$ cat src/rtl/memory_readback.sv
// Drains a full capture-RAM buffer in address order as a valid/ready stream.
// Optional running checksum of streamed samples: define MEM_READBACK_CHECKSUM_EN.
module memory_readback #(
   parameter int DATA_W     = 10,
   parameter int ADDR_W     = 16,
   parameter int RD_LATENCY = 2
) (
   input  logic                     clk,
   input  logic                     rst,
   input  logic                     start,
   input  logic                     bank_sel,
   output logic                     rd_en,
   output logic [ADDR_W-1:0]        rd_addr,
   output logic                     rd_bank,
   input  logic [DATA_W-1:0]        rd_data,
   output logic [DATA_W-1:0]        out_data,
   output logic                     out_valid,
   input  logic                     out_ready,
   output logic                     out_last,
   output logic                     busy,
   output logic                     done,
   output logic [ADDR_W+DATA_W-1:0] checksum
);

   // state  | meaning
   // IDLE   | waiting for start
   // READ   | issuing RAM reads while credits (in-flight + queued < depth) remain
   // DRAIN  | all reads issued; streaming out the remaining samples
   // FINISH | one-cycle done pulse, then back to IDLE
   typedef enum logic [1:0] {IDLE, READ, DRAIN, FINISH} state_t;

   localparam int DEPTH = RD_LATENCY + 2;
   localparam int PTR_W = $clog2(DEPTH);
   localparam int CNT_W = $clog2(DEPTH + 1);
   localparam logic [ADDR_W-1:0] LAST_ADDR = '1;

   state_t                 state_q, state_d;
   logic                   rd_en_q, rd_en_d;
   logic [ADDR_W-1:0]      rd_addr_q, rd_addr_d;
   logic                   bank_q, bank_d;
   logic                   busy_q, busy_d;
   logic                   done_q, done_d;
   logic [RD_LATENCY-1:0]  pipe_q, pipe_d;
   logic [RD_LATENCY-1:0]  pipe_last_q, pipe_last_d;
   logic [CNT_W-1:0]       in_flight_q, in_flight_d;
   logic [CNT_W-1:0]       fifo_count_q, fifo_count_d;
   logic [PTR_W-1:0]       wr_ptr_q, wr_ptr_d;
   logic [PTR_W-1:0]       rd_ptr_q, rd_ptr_d;
   logic [DATA_W:0]        fifo_mem_q [DEPTH];

   logic                   issue, issue_last, push, push_last, pop, head_last;
   logic [DATA_W:0]        head;
   logic [CNT_W:0]         occ_next;

   function automatic logic [PTR_W-1:0] ptr_inc(input logic [PTR_W-1:0] p);
      return (p == PTR_W'(DEPTH - 1)) ? '0 : p + PTR_W'(1);
   endfunction

   assign issue      = rd_en_q;
   assign issue_last = rd_en_q && (rd_addr_q == LAST_ADDR);
   assign push       = pipe_q[RD_LATENCY-1];
   assign push_last  = pipe_last_q[RD_LATENCY-1];
   assign head       = fifo_mem_q[rd_ptr_q];
   assign head_last  = head[DATA_W];
   assign out_valid  = (fifo_count_q != '0);
   assign pop        = out_valid && out_ready;
   assign out_data   = out_valid ? head[DATA_W-1:0] : '0;
   assign out_last   = out_valid && head_last;

   assign rd_en   = rd_en_q;
   assign rd_addr = rd_addr_q;
   assign rd_bank = bank_q;
   assign busy    = busy_q;
   assign done    = done_q;

   always_comb begin
      state_d      = state_q;
      bank_d       = bank_q;
      busy_d       = busy_q;
      done_d       = 1'b0;
      rd_addr_d    = issue ? rd_addr_q + ADDR_W'(1) : rd_addr_q;
      in_flight_d  = in_flight_q + CNT_W'(issue) - CNT_W'(push);
      fifo_count_d = fifo_count_q + CNT_W'(push) - CNT_W'(pop);
      wr_ptr_d     = push ? ptr_inc(wr_ptr_q) : wr_ptr_q;
      rd_ptr_d     = pop ? ptr_inc(rd_ptr_q) : rd_ptr_q;
      pipe_d[0]      = issue;
      pipe_last_d[0] = issue_last;
      for (int i = 1; i < RD_LATENCY; i++) begin
         pipe_d[i]      = pipe_q[i-1];
         pipe_last_d[i] = pipe_last_q[i-1];
      end

      case (state_q)
         IDLE: begin
            if (start) begin
               state_d   = READ;
               bank_d    = bank_sel;
               rd_addr_d = '0;
               busy_d    = 1'b1;
            end
         end
         READ: begin
            if (issue_last) state_d = DRAIN;
         end
         DRAIN: begin
            if (pop && head_last && fifo_count_d == '0 && in_flight_d == '0) begin
               state_d = FINISH;
               done_d  = 1'b1;
            end
         end
         FINISH: begin
            busy_d  = 1'b0;
            state_d = IDLE;
         end
         default: state_d = IDLE;
      endcase

      // Credit check on post-edge occupancy so the next cycle's read always has a FIFO slot.
      occ_next = (CNT_W+1)'(in_flight_d) + (CNT_W+1)'(fifo_count_d);
      rd_en_d  = (state_d == READ) && (occ_next < (CNT_W+1)'(DEPTH));
   end

   always_ff @(posedge clk) begin
      if (rst) begin
         state_q      <= IDLE;
         rd_en_q      <= 1'b0;
         rd_addr_q    <= '0;
         bank_q       <= 1'b0;
         busy_q       <= 1'b0;
         done_q       <= 1'b0;
         pipe_q       <= '0;
         pipe_last_q  <= '0;
         in_flight_q  <= '0;
         fifo_count_q <= '0;
         wr_ptr_q     <= '0;
         rd_ptr_q     <= '0;
      end else begin
         state_q      <= state_d;
         rd_en_q      <= rd_en_d;
         rd_addr_q    <= rd_addr_d;
         bank_q       <= bank_d;
         busy_q       <= busy_d;
         done_q       <= done_d;
         pipe_q       <= pipe_d;
         pipe_last_q  <= pipe_last_d;
         in_flight_q  <= in_flight_d;
         fifo_count_q <= fifo_count_d;
         wr_ptr_q     <= wr_ptr_d;
         rd_ptr_q     <= rd_ptr_d;
      end
   end

   always_ff @(posedge clk) begin
      if (push) fifo_mem_q[wr_ptr_q] <= {push_last, rd_data};
   end

`ifdef MEM_READBACK_CHECKSUM_EN
   logic [ADDR_W+DATA_W-1:0] checksum_q, checksum_d;

   always_comb begin
      checksum_d = checksum_q;
      if (state_q == IDLE && start) checksum_d = '0;
      else if (pop)                 checksum_d = checksum_q + (ADDR_W+DATA_W)'(out_data);
   end

   always_ff @(posedge clk) begin
      if (rst) checksum_q <= '0;
      else     checksum_q <= checksum_d;
   end

   assign checksum = checksum_q;
`else
   assign checksum = '0;
`endif

endmodule
$ cat config.mk
export PLATFORM = sky130hd
export DESIGN_NAME = memory_readback
export DESIGN_NICKNAME = d
export VERILOG_FILES = /design/src/rtl/memory_readback.sv
export SDC_FILE = /design/constraint.sdc
export NUM_CORES = 1
export LEC_CHECK = 0
export ABC_AREA = 1
export CORE_ASPECT_RATIO = 0.75
export CORE_MARGIN = 2
export CORE_UTILIZATION = 30
export CTS_CLUSTER_DIAMETER = 120
export DETAILED_ROUTE_END_ITERATION = 16
export SLEW_MARGIN = 15
export SYNTH_ARGS = -nofsm -noshare
export SYNTH_HDL_FRONTEND = slang
export SYNTH_SLANG_ARGS = --single-unit
$ cat constraint.sdc
create_clock -name clk -period 2.6 [get_ports clk]
set_input_delay 0.52 -clock clk [delete_from_list [all_inputs] [get_ports clk]]
set_output_delay 0.52 -clock clk [all_outputs]
set_load 0.02 [all_outputs]
Yosys cells after proc, flatten, opt, wreduce, memory -nomap -nowiden
Memory sizes are Yosys's and may differ from the RTL's. A register that Yosys moved wholly into a read port is not among the register bits.
Cells that the tools add are included.

storage, ports and cells
  memories kept = 1
  bits in registers = 36
  logic and storage cells = 63
  output and inout port bits = 58
  bits of input ports = 15
  bits in writable memories = 44

memory list
  memory      words  bits a word  read ports  clocked after Yosys merged registers in  write ports  line  text
  fifo_mem_q  4      11           1           1                                        1            49    logic [DATA_W:0] fifo_mem_q [DEPTH];

cells by class
  muxes and demuxes = 17
  bitwise operators = 1
  order comparisons = 1
  add/sub/neg operators = 8
  eq/ne operators = 8
  reduce and logical (&&, ||, !) cells = 15

operators by type and width
  operator                                                                       number
  16-bit two-way mux                                                             3
  16-bit by 1-bit adder with 16-bit output (second input constant)               1
  16-bit == test (second input constant)                                         1
  2-bit two-way mux                                                              7
  10-bit two-way mux                                                             1
  2-bit == test (second input constant)                                          4
  2-bit case mux with 4 select lines                                             1
  1-bit logical AND                                                              7
  3-bit by 1-bit adder with 3-bit output                                         2
  3-bit zero test                                                                2
  3-bit by 1-bit subtractor with 3-bit output                                    2
  2-bit by 1-bit adder with 2-bit output (second input constant)                 2
  3-bit by 3-bit adder with 4-bit output                                         1
  2-bit by 1-bit == test with 1-bit output (second input constant)               2
  4-bit by 3-bit less-than comparator with 1-bit output (second input constant)  1
  1-bit two-way mux                                                              4
  2-bit AND reduction                                                            2
  3-bit nonzero test                                                             1
  2-bit zero test                                                                1
  2-bit inequality test (second input constant)                                  1
  1-bit case mux with 2 select lines                                             1
  2-bit nonzero test                                                             1
  2-bit OR reduction                                                             1
  1-bit NOT                                                                      1

Depth between registers and ports, before layout
Gate-level depths: netlist of the first run.

  word-level depth = 10
  mapped depth = 15
  mapped depth without buffers = 15

Worst setup path after synthesis of the first run
Ideal clock, no wire load.

  path kind = in2reg
  start point = input out_ready
  end point = register rd_en_q (netlist: rd_en)
  arrival = 2633 ps
  slack = -98 ps
  stages on the path = 14
  buffers on the path = 0
  setup time = 65 ps
  cells stage by stage = inv_1 -> nor2_1 -> inv_1 -> nor2_1 -> a21o_1 -> ha_1 -> inv_1 -> fa_1 -> xnor2_1 -> xnor2_1 -> ha_1 -> nor4_1 -> nand2_1 -> nor2_1

on the way
  cells in the longest elaborated chain, start to end = 9
  elaborated cells between the ends (all ways) = 12

ends and longest elaborated chain
  what                                                                            line  text
  start: declaration                                                              18    input logic out_ready,
  1-bit logical AND (*)                                                           66    assign pop = out_valid && out_ready;
  3-bit by 1-bit subtractor with 3-bit output (*)                                 83    fifo_count_d = fifo_count_q + CNT_W'(push) - CNT_W'(pop);
  named net fifo_count_d[2]                                                       46    logic [CNT_W-1:0] fifo_count_q, fifo_count_d;
  branches (longest 6 deep; another with 3-bit by 3-bit adder with 4-bit output)  -
  1-bit logical AND (*)                                                           120   rd_en_d = (state_d == READ) && (occ_next < (CNT_W+1)'(DEPTH));
  end signal: assignment                                                          139   rd_en_q <= rd_en_d;
  end: declaration                                                                38    logic rd_en_q, rd_en_d;

Mark *: on every way through the listed nets, which the timed path passes.
A chain may end at the register's enable or synchronous reset.

==> results.toml, run 1 <==
[timing]
setup_viol = 0
clock_skew_ns = 0.00555
layout_setup_ws_ns = 0.0694
slew_headroom_pct = 64.2
hold_violations = 0
post-route-min-period_ns = 2.53
fin_setup_tns_ns = 0
drv_slew = 0
fmax_mhz = 395
rsz0062_at_grt = "yes"
finalCritPeriodShare_pct = 97.3
tightest_slew_ns = 0.537

[setup_path]
start_kind = "input pin"
path_class = "in2reg"
crit_buf_inv = 16
cp_common_cell = "buf_4"
cpPeakStageDelay_ns = 0.21
worst-path-max-fanout = 2
arrival_ns = 2.74
cp.required_ns = 2.81
crit_family = "buffers and inverters"
path_cells = "dlygate4sd2_1 > inv_2 > nor2_4 > inv_2 > buf_4 > buf_4 > buf_4 > buf_4 > buf_4 > buf_4 > buf_4 > buf_4 > buf_4 > buf_4 > buf_4 > buf_4 > buf_4 > nor2_1 > nor2_1"
critPathCaptureType = "register"
r2r_slack_ns = 0.09
slowest_stage = "dlygate4sd2_1"
reg2reg_from = "fifo_count_q[0]$_SDFF_PP0_"
r2r_cells = 18

[min_path]
whs_path_depth = 2
min_delay_worst_endpoint = "pipe_q[1]$_SDFF_PP0_"
hold_class = "reg2reg"
hp-start = "pipe_q[0]$_SDFF_PP0_"

[drt]
postRouteAntennaNets = 0
drt_iter0_drc = 126
num_vias = 2744
vias_per_cell = 4.25
drc = 0
firstDrtPassIters = 5
wl_per_cell_um = 12.0
drt_wl_total_um = 7780

[floorplanning]
die_area_mm2 = 0.0133
initial_core_util_pct = 30.5
io_pins = 73
row_count = 35
die_y_um = 100
core-area_mm2 = 0.0122
fp.dieW_um = 132

[logic_synthesis]
synth_edf_count = 44
synthAdderAreaFrac_pct = 4.79
ys_types = 33
synth_top_family_by_area = "simple AND/OR/NAND/NOR gates"
syn_avg_cell_area_um2 = 9.32
ys_ff_latch = 82
synth-simple-area-share_pct = 18.9
synth.top_cells.by_count = "87 x nor2_1, 44 x edfxtp_1, 44 x inv_1, 44 x nand2_1, 38 x dfxtp_1"
yosysSeqAreaShare_pct = 56.1
synth_compound_area_share_pct = 7.15
synth_top_area_share_pct = 35.6
synth.area.top_cells = "edfxtp_1 36%, dfxtp_1 21%, nor2_1 8.8%"
syn-cell-area_mm2 = 0.00371
synthMuxAreaShare_pct = 0
synth_xor_area_share_pct = 2.13
yosysMostFrequentCell = "nor2_1"
synthArstFlopShare_pct = 0
yosysWarnings = 0
yosysTopAreaCell = "edfxtp_1"
synth_flop_cell = "edfxtp_1"
synthCells = 398

[global_route]
grt_pass1_vias = 2586
grt_use_met2_pct = 19.3
overflow = 0
grt_first_pass_wirelength_um = 12500
grt_max_degree = 23
busiest_layer = "met2"
grt_use_total_pct = 11.9
use_met1_pct = 15.5
antenna_found_initial = 0
grt_use_met3_pct = 2.32

[cts]
hold_buffers = 0
clock_latency_ns = 0.33
clk_path_buf_depth = 2
htreeDepth = 3
cts-root-buf = "clkbuf_16"
cts_tree = "done"
clk_pin_slew_ns = 0.06
cts-buffers-inserted = 9
cts.sinks = 82

[run]
maxCapViolations = 0

[final_layout]
nets = 503
multi_input_area_mm2 = 0.00136
antenna_cells = 0
register_area_mm2 = 0.00209
syn_to_final_growth_pct = 29.8
drive_above_1_share_pct = 14.0
instances_no_fill = 646
fillCellCount = 1219

[power_and_ir_drop]
power.leakage_nw = 1.98
ir_drop_v = 0.000438
p_per_area_mw_per_mm2 = 931

[placed_design]
placed_cells = 614
port_buffers = 46
post-place-ws_ns = -0.516
hpwl_um = 5150
gp_congestion = 0.736

[run_status]
outcome = "finished clean"
[timing repair]
item,in CTS,in global routing
setup endpoints to repair,7,13
gates resized for setup,6,17
pin swaps,9,7
setup buffers,15,1
[metal layers]
layer	vias to the layer above	wire, um
met3	8	187
met4	0	88
li1	1388	-
met5	-	0
met2	46	3770
met1	1302	3730
[flip-flops by register name, summed over array words and instances, names as in the netlist, named ones only]
register,flops
busy,1
done,1
fifo_count_q,3
fifo_mem_q,44
in_flight_q,3
pipe_last_q,2
pipe_q,2
rd_addr,16
rd_bank,1
rd_en,1
rd_ptr_q,2
state_q,2
wr_ptr_q,2
[layout by cell type, fill, tap and decap left out, drive strengths merged, types with 10 or more instances in the layout]
cell            n
dfxtp          38
conb           26
clkdlybuf4s50  40
nand3          12
inv            47
nand2          46
buf            30
nor2           91
clkbuf         10
a21oi          19
edfxtp         44
o21ai          27
ha             11
[layout make-up]
| type | instances | area share [%] |
|---|---|---|
| clock buffer | 10 | 4.76 |
| clock inverter | 6 | 1.07 |
| inverter | 45 | 3.56 |
| multi-input combinational | 261 | 28.3 |
| sequential | 82 | 43.5 |
| tap | 166 | 4.32 |
| timing repair buffer | 76 | 14.5 |
[worst min-delay path: stages, from the launching register on]
cell     delay (ns)
dfxtp_1        0.30
inv_1          0.04
nor2_1         0.03
[metrics by stage]
stage / util (%) / hold slack, ns / instance area, um^2 / power (W)
finish: 39.5 / 0.401 / 4810 / 0.00448
global route: 39.5 / 0.434 / 4810 / 0.00475
CTS: 39.1 / 0.404 / 4760 / 0.00438
detailed placement: 35.7 / 0.395 / 4350 / 0.00297
global placement: 35.7 / 0.392 / 4350 / 0.00295
floorplan: - / 0.388 / 3810 / 0.00241
[kinds of logic (layout without fill, tap and decap cells)]
kind of cell	after synthesis	count (layout)
AO/OA/AOI/OAI	50	50
XOR/XNOR	9	9
adder cells (fa/ha/maj)	13	13
buffers and inverters	80	137
flip-flops	82	82
other	1	26
AND/OR/NAND/NOR	163	163
[report_power, final]
part | total [W] | switching [W] | internal, W
Sequential | 0.00155 | 0.0000907 | 0.00146
Clock | 0.00119 | 0.000527 | 0.000659
Combinational | 0.00175 | 0.000893 | 0.000856
Total | 0.00448 | 0.00151 | 0.00297
[worst max-delay path by stage]
| stage | from | to | cells after the start |
|---|---|---|---|
| final | out_ready | register | 19 |
| after floorplan | out_ready | rd_en$_SDFF_PP0_ | 14 |
| after global placement | out_ready | rd_en$_SDFF_PP0_ | 15 |
| after CTS | fifo_count_q[1]$_SDFF_PP0_ | rd_en$_SDFF_PP0_ | 14 |
| after detailed placement | out_ready | rd_en$_SDFF_PP0_ | 15 |
| after global routing | fifo_count_q[0]$_SDFF_PP0_ | rd_en$_SDFF_PP0_ | 14 |
Note: power is estimated with default switching activity, not from simulation.
==> run 2, diff against run 1 <==
--- a/config.mk
+++ b/config.mk
@@ -6,6 +6,7 @@
 export NUM_CORES = 1
 export LEC_CHECK = 0
 export ABC_AREA = 1
+export ABC_CLOCK_PERIOD_IN_PS = 2600
 export CORE_ASPECT_RATIO = 0.75
 export CORE_MARGIN = 2
 export CORE_UTILIZATION = 30
==> results of run 2 <==
No change in the layout: final DEF, timing and power equal those of run 1.
==> run 3, diff against run 2 <==
--- a/config.mk
+++ b/config.mk
@@ -10,6 +10,7 @@
 export CORE_ASPECT_RATIO = 0.75
 export CORE_MARGIN = 2
 export CORE_UTILIZATION = 30
+export CTS_BUF_LIST = sky130_fd_sc_hd__clkbuf_16
 export CTS_CLUSTER_DIAMETER = 120
 export DETAILED_ROUTE_END_ITERATION = 16
 export SLEW_MARGIN = 15
==> results.toml, run 3 (synthesis gave the netlist of run 1 again) <==
[power_and_ir_drop]
ir_drop_v = 0.000438
power.leakage_nw = 1.99
p_per_area_mw_per_mm2 = 931
fin_total_pwr_w = 0.00448

[placed_design]
placed_cell_area_mm2 = 0.00435
hpwl_um = 5150
gp_congestion = 0.736
port_buffers = 46

[cts]
clk_pin_slew_ns = 0.06
cts-buffers-inserted = 9
clock_latency_ns = 0.33
cts.sinks = 82
clk_path_buf_depth = 2
cts-root-buf = "clkbuf_16"
cts_tree = "done"
htreeDepth = 3

[drt]
wl_met2_um = 3770
drt_iter0_drc = 126
top_layer_used = "met4"
drc = 0
wl_per_cell_um = 12.0
drt_wl_total_um = 7780
wl_met3_um = 230
wl_met1_um = 3700
num_vias = 2748
postRouteAntennaNets = 0
firstDrtPassIters = 4
vias_per_cell = 4.25

[final_layout]
final_cell_mix = "85 x nor2_1, 44 x nand2_1, 44 x edfxtp_1"
drive_above_1_share_pct = 14.0
layout_commonest_cell = "nor2_1"
largest_reg_flops = 44
regMostFlops = "fifo_mem_q"
antenna_cells = 0
final_area_mm2 = 0.00481
nets = 503
syn_to_final_growth_pct = 29.8
final_core_util_pct = 39.5

[floorplanning]
io_pins = 73
row_count = 35
die_area_mm2 = 0.0133
core-area_mm2 = 0.0122
fp.dieW_um = 132
die_y_um = 100
initial_core_util_pct = 30.5

[setup_path]
path_cells = "dlygate4sd2_1 > inv_2 > nor2_4 > inv_2 > buf_4 > buf_4 > buf_4 > buf_4 > buf_4 > buf_4 > buf_4 > buf_4 > buf_4 > buf_4 > buf_4 > buf_4 > buf_4 > nor2_1 > nor2_1"
cp_common_cell = "buf_4"
r2r_slack_ns = 0.09
crit_family = "buffers and inverters"
reg2reg_from = "fifo_count_q[0]$_SDFF_PP0_"
critPathCaptureType = "register"
cpPeakStageDelay_ns = 0.21
worstSetupStartpoint = "out_ready"
path_class = "in2reg"
crit_cells = 19
worst-path-max-fanout = 2
r2r_cells = 18
slowest_stage = "dlygate4sd2_1"
cp.required_ns = 2.81
crit_buf_inv = 16
arrival_ns = 2.74
start_kind = "input pin"

[global_route]
grt_pass1_vias = 2586
grt_max_degree = 23
grt_use_total_pct = 11.9
antenna_found_initial = 0
overflow = 0
grt_first_pass_wirelength_um = 12500

[timing]
finalCritPeriodShare_pct = 97.3
drv_slew = 0
slew_headroom_pct = 64.2
setup_viol = 0
tightest_slew_ns = 0.537
rsz0062_at_grt = "yes"
clock_skew_ns = 0.00576
hold_violations = 0
fmax_mhz = 395
post-route-min-period_ns = 2.53

[min_path]
hold_class = "reg2reg"

[run]
maxCapViolations = 0

[run_status]
outcome = "finished clean"
==> run 3: worst min-delay path by stage <==
stage                                           end                 startpoint  slack (ns)  cells past startpoint
final                          pipe_q[1]$_SDFF_PP0_       pipe_q[0]$_SDFF_PP0_        0.40                      2
after global routing      pipe_last_q[1]$_SDFF_PP0_  pipe_last_q[0]$_SDFF_PP0_        0.43                      2
after CTS                      pipe_q[1]$_SDFF_PP0_       pipe_q[0]$_SDFF_PP0_        0.40                      2
after detailed placement       pipe_q[1]$_SDFF_PP0_       pipe_q[0]$_SDFF_PP0_        0.40                      2
after global placement         pipe_q[1]$_SDFF_PP0_       pipe_q[0]$_SDFF_PP0_        0.39                      2
after floorplan           pipe_last_q[1]$_SDFF_PP0_  pipe_last_q[0]$_SDFF_PP0_        0.39                      2
==> run 3: per-stage QoR <==
step           TNS, ns  cells  hold slack (ns)  worst slack (ns)
5_1_grt        -0.0790    646            0.434           -0.0790
6_report             0    646            0.401            0.0694
2_1_floorplan        0    423            0.388          0.000657
3_3_place_gp    -0.819    614            0.392            -0.426
4_1_cts              0    645            0.404            0.0315
3_5_place_dp     -1.01    614            0.395            -0.516
==> run 3: per-layer routing <==
metal,GRT usage [%],up-vias
li1,-,1388
met1,15.5,1302
met2,19.3,50
met3,2.32,8
met4,5.46,0
met5,0,-
==> run 3: area by class of cell <==
type | instances | area [um^2]
timing repair buffer | 76 | 697
clock buffer | 9 | 225
clock inverter | 7 | 55.1
inverter | 45 | 171
sequential | 82 | 2090
multi-input combinational | 261 | 1360
tap | 166 | 208
fill | 1219 | 7360
==> run 3: what timing repair did <==
action                                  in CTS  in global routing
pin swaps                                    9                  7
endpoints found under the setup margin       7                 13
setup buffers                               15                  1
cloned                                       0                  0
hold buffers                                 0                  0
resized for setup                            6                 17
==> run 3: worst min-delay path, cell delays in order (launching register included) <==
cell	delay (ns)
dfxtp_1	0.30
inv_1	0.04
nor2_1	0.03
==> run 3: where the power goes <==
part / switching (W) / leakage, nW / internal, W
registers: 0.0000907 / 0.708 / 0.00146
logic: 0.000893 / 1.15 / 0.000856
clock network: 0.000528 / 0.131 / 0.000655
total: 0.00151 / 1.99 / 0.00297
